`config.mk`:
```
export PLATFORM = sky130hd
export DESIGN_NAME = inst_encoder
export DESIGN_NICKNAME = d
export VERILOG_FILES = /design/src/rtl/inst_encoder.sv
export SDC_FILE = /design/constraint.sdc
export NUM_CORES = 1
export LEC_CHECK = 0
export CORE_ASPECT_RATIO = 0.7
export CORE_MARGIN = 2
export CORE_UTILIZATION = 45
export CTS_BUF_LIST = sky130_fd_sc_hd__clkbuf_4 sky130_fd_sc_hd__clkbuf_8
export DETAILED_ROUTE_END_ITERATION = 16
export DONT_BUFFER_PORTS = 1
export SLEW_MARGIN = 20
export SYNTH_ARGS = -nofsm -noshare
export SYNTH_HDL_FRONTEND = slang
export SYNTH_SLANG_ARGS = --single-unit
```
`constraint.sdc`:
```
create_clock -name clk -period 1.5 [get_ports clk]
set_input_delay 0.3 -clock clk [delete_from_list [all_inputs] [get_ports clk]]
set_output_delay 0.3 -clock clk [all_outputs]
set_load 0.01 [all_outputs]
```
`src/rtl/inst_encoder.sv`:
```
// RV32 instruction encoder: packs a field bundle into a 32-bit word behind a 2-entry FIFO.
// Optional macro INST_ENCODER_CHECK_EN adds opcode/class and immediate-range legality checks.
module inst_encoder (
  input  logic        clk,
  input  logic        rst_n,
  input  logic        in_valid,
  output logic        in_ready,
  input  logic [2:0]  itype,
  input  logic [6:0]  opcode,
  input  logic [4:0]  rd,
  input  logic [4:0]  rs1,
  input  logic [4:0]  rs2,
  input  logic [2:0]  funct3,
  input  logic [6:0]  funct7,
  input  logic [31:0] imm,
  output logic        out_valid,
  input  logic        out_ready,
  output logic [31:0] out_inst,
  output logic        out_err,
  output logic [7:0]  err_cnt
);

  localparam logic [2:0]  R_TYPE    = 3'd0;
  localparam logic [2:0]  I_TYPE    = 3'd1;
  localparam logic [2:0]  S_TYPE    = 3'd2;
  localparam logic [2:0]  B_TYPE    = 3'd3;
  localparam logic [2:0]  U_TYPE    = 3'd4;
  localparam logic [2:0]  J_TYPE    = 3'd5;
  localparam logic [2:0]  NULL_TYPE = 3'd6;
  localparam logic [31:0] NOP_WORD  = 32'h0000_0013;

`ifdef INST_ENCODER_CHECK_EN
  // Opcode must belong to the class and the immediate must fit the class's encodable range.
  function automatic logic fields_legal(input logic [2:0] t, input logic [6:0] op,
                                        input logic [31:0] im);
    logic ok;
    ok = 1'b0;
    case (t)
      R_TYPE:  ok = (op == 7'b0110011);
      I_TYPE:  ok = ((op == 7'b0010011) || (op == 7'b1100111) ||
                     (op == 7'b0000011) || (op == 7'b1110011)) &&
                    (im[31:11] == {21{im[11]}});
      S_TYPE:  ok = (op == 7'b0100011) && (im[31:11] == {21{im[11]}});
      B_TYPE:  ok = (op == 7'b1100011) && (im[31:12] == {20{im[12]}}) && (im[0] == 1'b0);
      U_TYPE:  ok = ((op == 7'b0110111) || (op == 7'b0010111)) && (im[11:0] == 12'h000);
      J_TYPE:  ok = (op == 7'b1101111) && (im[31:20] == {12{im[20]}}) && (im[0] == 1'b0);
      default: ok = 1'b0;
    endcase
    return ok;
  endfunction
`endif

  logic [31:0] raw_word_s;
  logic        class_ok_s;
  logic        legal_s;
  logic [31:0] enc_word_s;
  logic        enc_err_s;
  logic        push_s;
  logic        pop_s;

  logic [31:0] mem_word_r [2];
  logic        mem_err_r  [2];
  logic        wr_ptr_r;
  logic        rd_ptr_r;
  logic [1:0]  count_r;
  logic [7:0]  err_cnt_r;

  // Field packing per instruction class; unused fields of a class never reach the word.
  always_comb begin
    raw_word_s = NOP_WORD;
    class_ok_s = 1'b0;
    case (itype)
      R_TYPE: begin
        raw_word_s = {funct7, rs2, rs1, funct3, rd, opcode};
        class_ok_s = 1'b1;
      end
      I_TYPE: begin
        raw_word_s = {imm[11:0], rs1, funct3, rd, opcode};
        class_ok_s = 1'b1;
      end
      S_TYPE: begin
        raw_word_s = {imm[11:5], rs2, rs1, funct3, imm[4:0], opcode};
        class_ok_s = 1'b1;
      end
      B_TYPE: begin
        raw_word_s = {imm[12], imm[10:5], rs2, rs1, funct3, imm[4:1], imm[11], opcode};
        class_ok_s = 1'b1;
      end
      U_TYPE: begin
        raw_word_s = {imm[31:12], rd, opcode};
        class_ok_s = 1'b1;
      end
      J_TYPE: begin
        raw_word_s = {imm[20], imm[10:1], imm[11], imm[19:12], rd, opcode};
        class_ok_s = 1'b1;
      end
      default: begin
        raw_word_s = NOP_WORD;
        class_ok_s = 1'b0;
      end
    endcase
  end

`ifdef INST_ENCODER_CHECK_EN
  assign legal_s = fields_legal(itype, opcode, imm);
`else
  assign legal_s = 1'b1;
`endif

  // Rejected bundles are replaced by a NOP tagged with the error bit.
  always_comb begin
    enc_word_s = NOP_WORD;
    enc_err_s  = 1'b1;
    if (class_ok_s && legal_s) begin
      enc_word_s = raw_word_s;
      enc_err_s  = 1'b0;
    end else begin
      enc_word_s = NOP_WORD;
      enc_err_s  = 1'b1;
    end
  end

  assign in_ready  = (count_r != 2'd2);
  assign out_valid = (count_r != 2'd0);
  assign push_s    = in_valid && in_ready;
  assign pop_s     = out_valid && out_ready;
  assign out_inst  = mem_word_r[rd_ptr_r];
  assign out_err   = mem_err_r[rd_ptr_r];
  assign err_cnt   = err_cnt_r;

  // FIFO storage and pointers; reset clears storage so the head reads zero.
  always_ff @(posedge clk or negedge rst_n) begin
    if (!rst_n) begin
      mem_word_r[0] <= 32'h0000_0000;
      mem_word_r[1] <= 32'h0000_0000;
      mem_err_r[0]  <= 1'b0;
      mem_err_r[1]  <= 1'b0;
      wr_ptr_r      <= 1'b0;
      rd_ptr_r      <= 1'b0;
    end else begin
      if (push_s) begin
        mem_word_r[wr_ptr_r] <= enc_word_s;
        mem_err_r[wr_ptr_r]  <= enc_err_s;
        wr_ptr_r             <= ~wr_ptr_r;
      end
      if (pop_s) begin
        rd_ptr_r <= ~rd_ptr_r;
      end
    end
  end

  // Occupancy: simultaneous push and pop leaves the count unchanged.
  always_ff @(posedge clk or negedge rst_n) begin
    if (!rst_n) begin
      count_r <= 2'd0;
    end else begin
      case ({push_s, pop_s})
        2'b10:   count_r <= count_r + 2'd1;
        2'b01:   count_r <= count_r - 2'd1;
        default: count_r <= count_r;
      endcase
    end
  end

  // Saturating count of bundles pushed as rejects.
  always_ff @(posedge clk or negedge rst_n) begin
    if (!rst_n) begin
      err_cnt_r <= 8'h00;
    end else if (push_s && enc_err_s && (err_cnt_r != 8'hFF)) begin
      err_cnt_r <= err_cnt_r + 8'd1;
    end
  end

endmodule

```
# Yosys cells after proc, flatten, opt, wreduce, memory -nomap -nowiden
# Index checks and enable logic that the tools add are counted.
# word_totals
ff_bits	78
latch_bits	0
mem_bits_rw	0
rom_bits	0
inputBits	71
out_inout_bits	43
wordCells	53
memories	0
# op_classes
addsub	3
mul	0
div_mod_pow	0
magnitude_cmp	3
n_eq_ne	9
shifts	0
n_mux	17
bitwise_logic	4
reduce_logical	9
# ops
cell	n
32-bit case mux with 6 select lines	1
32-bit two-way mux	5
64-bit bitwise mux	1
32-bit demux with 1-bit select	1
8-bit by 1-bit adder with 8-bit output (second input constant)	1
8-bit inequality test (second input constant)	1
3-bit by 2-bit equality test with 1-bit output (second input constant)	2
3-bit equality test (second input constant)	2
1-bit two-way mux	6
6-bit OR reduction	1
1-bit logical AND	5
2-bit greater-or-equal comparator (second input constant)	2
1-bit inverter with 2-bit output	2
2-bit case mux with 2 select lines	1
2-bit nonzero test	2
3-bit by 1-bit equality test with 1-bit output (second input constant)	1
3-bit zero test	1
2-bit by 1-bit adder with 2-bit output (second input constant)	1
2-bit bitwise mux	1
2-bit by 1-bit equality test with 1-bit output (second input constant)	1
2-bit equality test (second input constant)	1
2-bit by 1-bit less-than comparator with 1-bit output (second input constant)	1
2-bit inequality test (second input constant)	1
1-bit inverter	2
2 further kinds	2

# Longest topological paths before layout
# depth
ltp_word	6
mapped_depth	7
depth_no_buf	7

# Worst setup path after synthesis
# OpenSTA, ideal clock, no wires.
# synth_path
path_kind	register to register
from	reg err_cnt_r[0] (netlist: err_cnt[0])
to	reg err_cnt_r[1] (netlist: err_cnt[1])
setup_ns	0.125
t_arrival_ns	1.529
required_time_ns	1.375
setup_slack_ns	-0.153
path_stages_with_launch	6
n_path_buf	0
period_less_slack_ns	1.653
path_cell_list	dfrtp_1 -> ha_1 -> and4_1 -> nand2_1 -> o21ai_0 -> mux2_2
# synth_via
elab_chain_len	2
word_cells_on_any_way	3
classes_between	add/sub: 1; eq/ne: 1; reduce/logical: 1
# synth_rtl
element	line	rtl
start, declared	66	logic [7:0] err_cnt_r;
start signal, assigned	170	err_cnt_r <= err_cnt_r + 8'd1;
parallel branches: the longest is 2 deep, another holds 8-bit by 1-bit adder with 8-bit output	--	
# Several ways; the timed one is not identified.
# A chain may end at the register's enable or synchronous reset.

# Worst setup path after layout
# layout_path
from	reg rd_ptr_r
to	out out_inst[9]
# layout_via
elab_chain_len	4
# layout_rtl
element	line	rtl
start, declared	64	logic rd_ptr_r;
start signal, assigned	147	rd_ptr_r <= ~rd_ptr_r;
1-bit inverter with 2-bit output (implied by the code)	127	assign out_inst = mem_word_r[rd_ptr_r];
32-bit two-way mux (implied by the code) (3 in series)	127	
end, declared	18	output logic [31:0] out_inst,
# No other way between the ends. The select of a mux whose other input is x is not followed.

==> results.md <==
- Outcome: finished with violations
- Failing checks: hold timing, setup timing
- Row cnt: 28
- 1st-iter DRT viols: 190
- Most used DFF post-synth: dfrtp_1
- Clk buf depth: 2
- Slew headroom: 0.542
- Placed cells: 494
- CTS tree: yes
- Dominant cells by area after synthesis: dfrtp_1 51%, mux2_2 12%, o21ai_0 8.4%
- Final hold viol count: 78
- Post-synth cell types: 37
- Post-route core utilization: 0.543
- Comb power frac: 0.442
- Post-synth top area cell: dfrtp_1
- DR DRC count: 0
- CP Class: reg -> out
- Antenna violations before repair: 0
- CTS sink cnt: 78
- Ys async rst share: 1.00
- Post-synthesis sequential area ratio: 0.509
- Final setup viols: 37
- CP Capture Type: output port
- Signal arrival time at the worst endpoint: 1.37 ns
- FILL cells: 761
- Sequential Area: 1960 µm²
- Achievable Freq: 600 MHz
- Yosys synthesis warning count: 0
- First-pass GRT wire length: 14600 µm
- FF-to-FF path depth: 4
- Worst Setup SP: rd_ptr_r$_DFFE_PN0P_
- Drt total wl: 9920 µm
- Vias in the first global route: 2810
- Synth-to-layout area growth: 18.7%
- Flop pwr share: 0.393
- Leak Pwr: 2.07 nW
- DR pass1 iterations: 4
- Die Width: 114 µm
- Syn_area_per_cell: 9.88 µm²
- FF-to-FF End: err_cnt[4]$_DFFE_PN0P_
- VDD IR-drop max: 828 µV
- Reg clk slew, reported paths: 0.08 ns
- Clk pwr share: 0.165
- Gate Count Post-Synth: 388
- Final non-filler cell total: 518
- Top Ports: 114
- Die extent in y: 81.2 µm
- Core ar.: 8370 µm²
- Reg-to-reg critical path startpoint: count_r[1]$_DFFE_PN0P_
- Largest net degree at the start of global routing: 79
- Internal reg-to-reg setup slack: -0.10 ns
- Wire per inst: 19.1 µm
- Hold WC Path Type: in -> async
- Setup ws final: -0.166 ns
- Cell at the root of the clock tree: clkbuf_8
- Pre-CTS WS: -0.104 ns
- Via count: 2958
- RSZ-0062 raised after global routing: true
- Layout net count: 481
- Multi-input logic area: 1890 µm²
- Count leader, synth: nand2_1
- Post-route minimum period: 1.67 ns
- Internal: 5.67 mW
- Switching share of power: 0.372
- Htree depth: 3
- CP Launch Type: flop
- Synth top area share: 0.509
- Num CTS Buffers: 9
- Fraction of layout cells with a size suffix above 1: 0.281
- GP Congestion: 0.708
- Placement-stage cell area: 4140 µm²
- Initial Util: 0.458
- Tcrit/Tclk final: 1.11
- Final Hold Slack: -0.360 ns
- Via density: 5.71
- Maximum fanout along the worst path: 27
- Post-synthesis sequential element count: 78
- Switching power: 3.36 mW
- Final ANT Viol Nets: 0
- Syn Nets: 461
- Cell area power density: 1990 nW/µm²
- Number of antenna diodes: 0
- Hpwl dp: 6460 µm
- # Max-Cap Violations: 0
- Data required time at the worst endpoint: 1.20 ns
- Post-synth EDFFs: 0
- Tot GR Track Use: 0.211
- Final Cell Area: 4550 µm²
- Port Buffers: 0
- Worst slew pin tran: 0.686 ns
- Grt ovf: 0
- Max-slew violation count: 0
- Final Skew: 0.00788 ns
- Post-Syn Area: 3830 µm²
- Clk_lat worst skew: 0.35 ns
- Post-synth top cells: 79 x nand2_1, 78 x dfrtp_1, 64 x o21ai_0, 40 x mux2_2, 21 x a22oi_1
- Die Area: 9280 µm²
## sequential cells by signal, indices dropped and copies added (netlist names)
signal,count
count_r,2
mem_word_r,64
wr_ptr_r,1
mem_err_r,2
err_cnt,8
rd_ptr_r,1
## power by group through the flow
stage          combinational [mW]  clock (mW)  sequential [mW]
3_3_place_gp                 3.44           0             3.51
5_1_grt                      4.39        1.64             3.67
6_report                     3.99        1.49             3.55
4_1_cts                      3.72        1.53             3.56
2_1_floorplan                2.55           0             3.49
3_5_place_dp                 3.53           0             3.57
## worst max-delay path: stages (launching register included)
cell and delay (ns):
dfrtp_2 0.39, buf_12 0.21, mux2_2 0.41
## cell usage in the layout, fill, tap and decap left out, drive strengths merged, types with 6 or more instances in the layout
master and instances:
a22oi 21, nand2 80, buf 34, mux2 40, dfrtp 78, nor2b 11, o21ai 67, a21oi 12
clkbuf 15, o22a 6
## area by class of cell
type,count,share of cell area
Timing Repair Buffer,36,0.0803
Clock inverter,3,0.00385
Clock buffer,13,0.0380
Sequential cell,78,0.430
Multi-Input combinational cell,278,0.415
Inverter,5,0.00413
Tap cell,105,0.0289
## per-layer routing
layer	part of all wire	vias up	track usage	wire length, µm
li1	-	1403	-	-
met1	0.46	1462	0.278	4540
met2	0.46	87	0.322	4600
met3	0.072	6	0.0851	714
met4	0.0065	0	0.0646	64
met5	0	-	0	0
## how the worst max path moves through the flow
stage,end,depth (start not counted)
2_1_floorplan,err_cnt[4]$_DFFE_PN0P_,4
3_3_place_gp,count_r[1]$_DFFE_PN0P_,6
3_5_place_dp,mem_word_r[40]$_DFFE_PN0P_,5
4_1_cts,out_inst[7],2
5_1_grt,out_inst[7],2
6_report,out_inst[9],2
## what timing repair did
action                                  4_1_cts  5_1_grt
endpoints found under the hold margin        78       78
endpoints found under the setup margin      105       74
setup buffers                                 2        3
pin swaps                                     7        6
gates cloned                                  0        3
gates resized for setup                      19       10
## logic make-up (layout without fill, tap and decap cells)
group	after synthesis	count (layout)	synth area share
flops	78	78	0.509
mux	42	42	0.123
fa+ha+maj	2	2	0.00653
simple gates	112	112	0.134
buf+inv	32	57	0.0333
compound gates	114	114	0.176
xor+xnor	8	8	0.0183
## stage by stage
stage | power (mW) | TNS (ns)
5_1_grt | 9.70 | -7.12
3_5_place_dp | 7.10 | -3.05
3_3_place_gp | 6.95 | -0.846
6_report | 9.03 | -4.81
4_1_cts | 8.82 | -5.94
2_1_floorplan | 6.03 | -0.201
(Power assumes the default switching activity.)
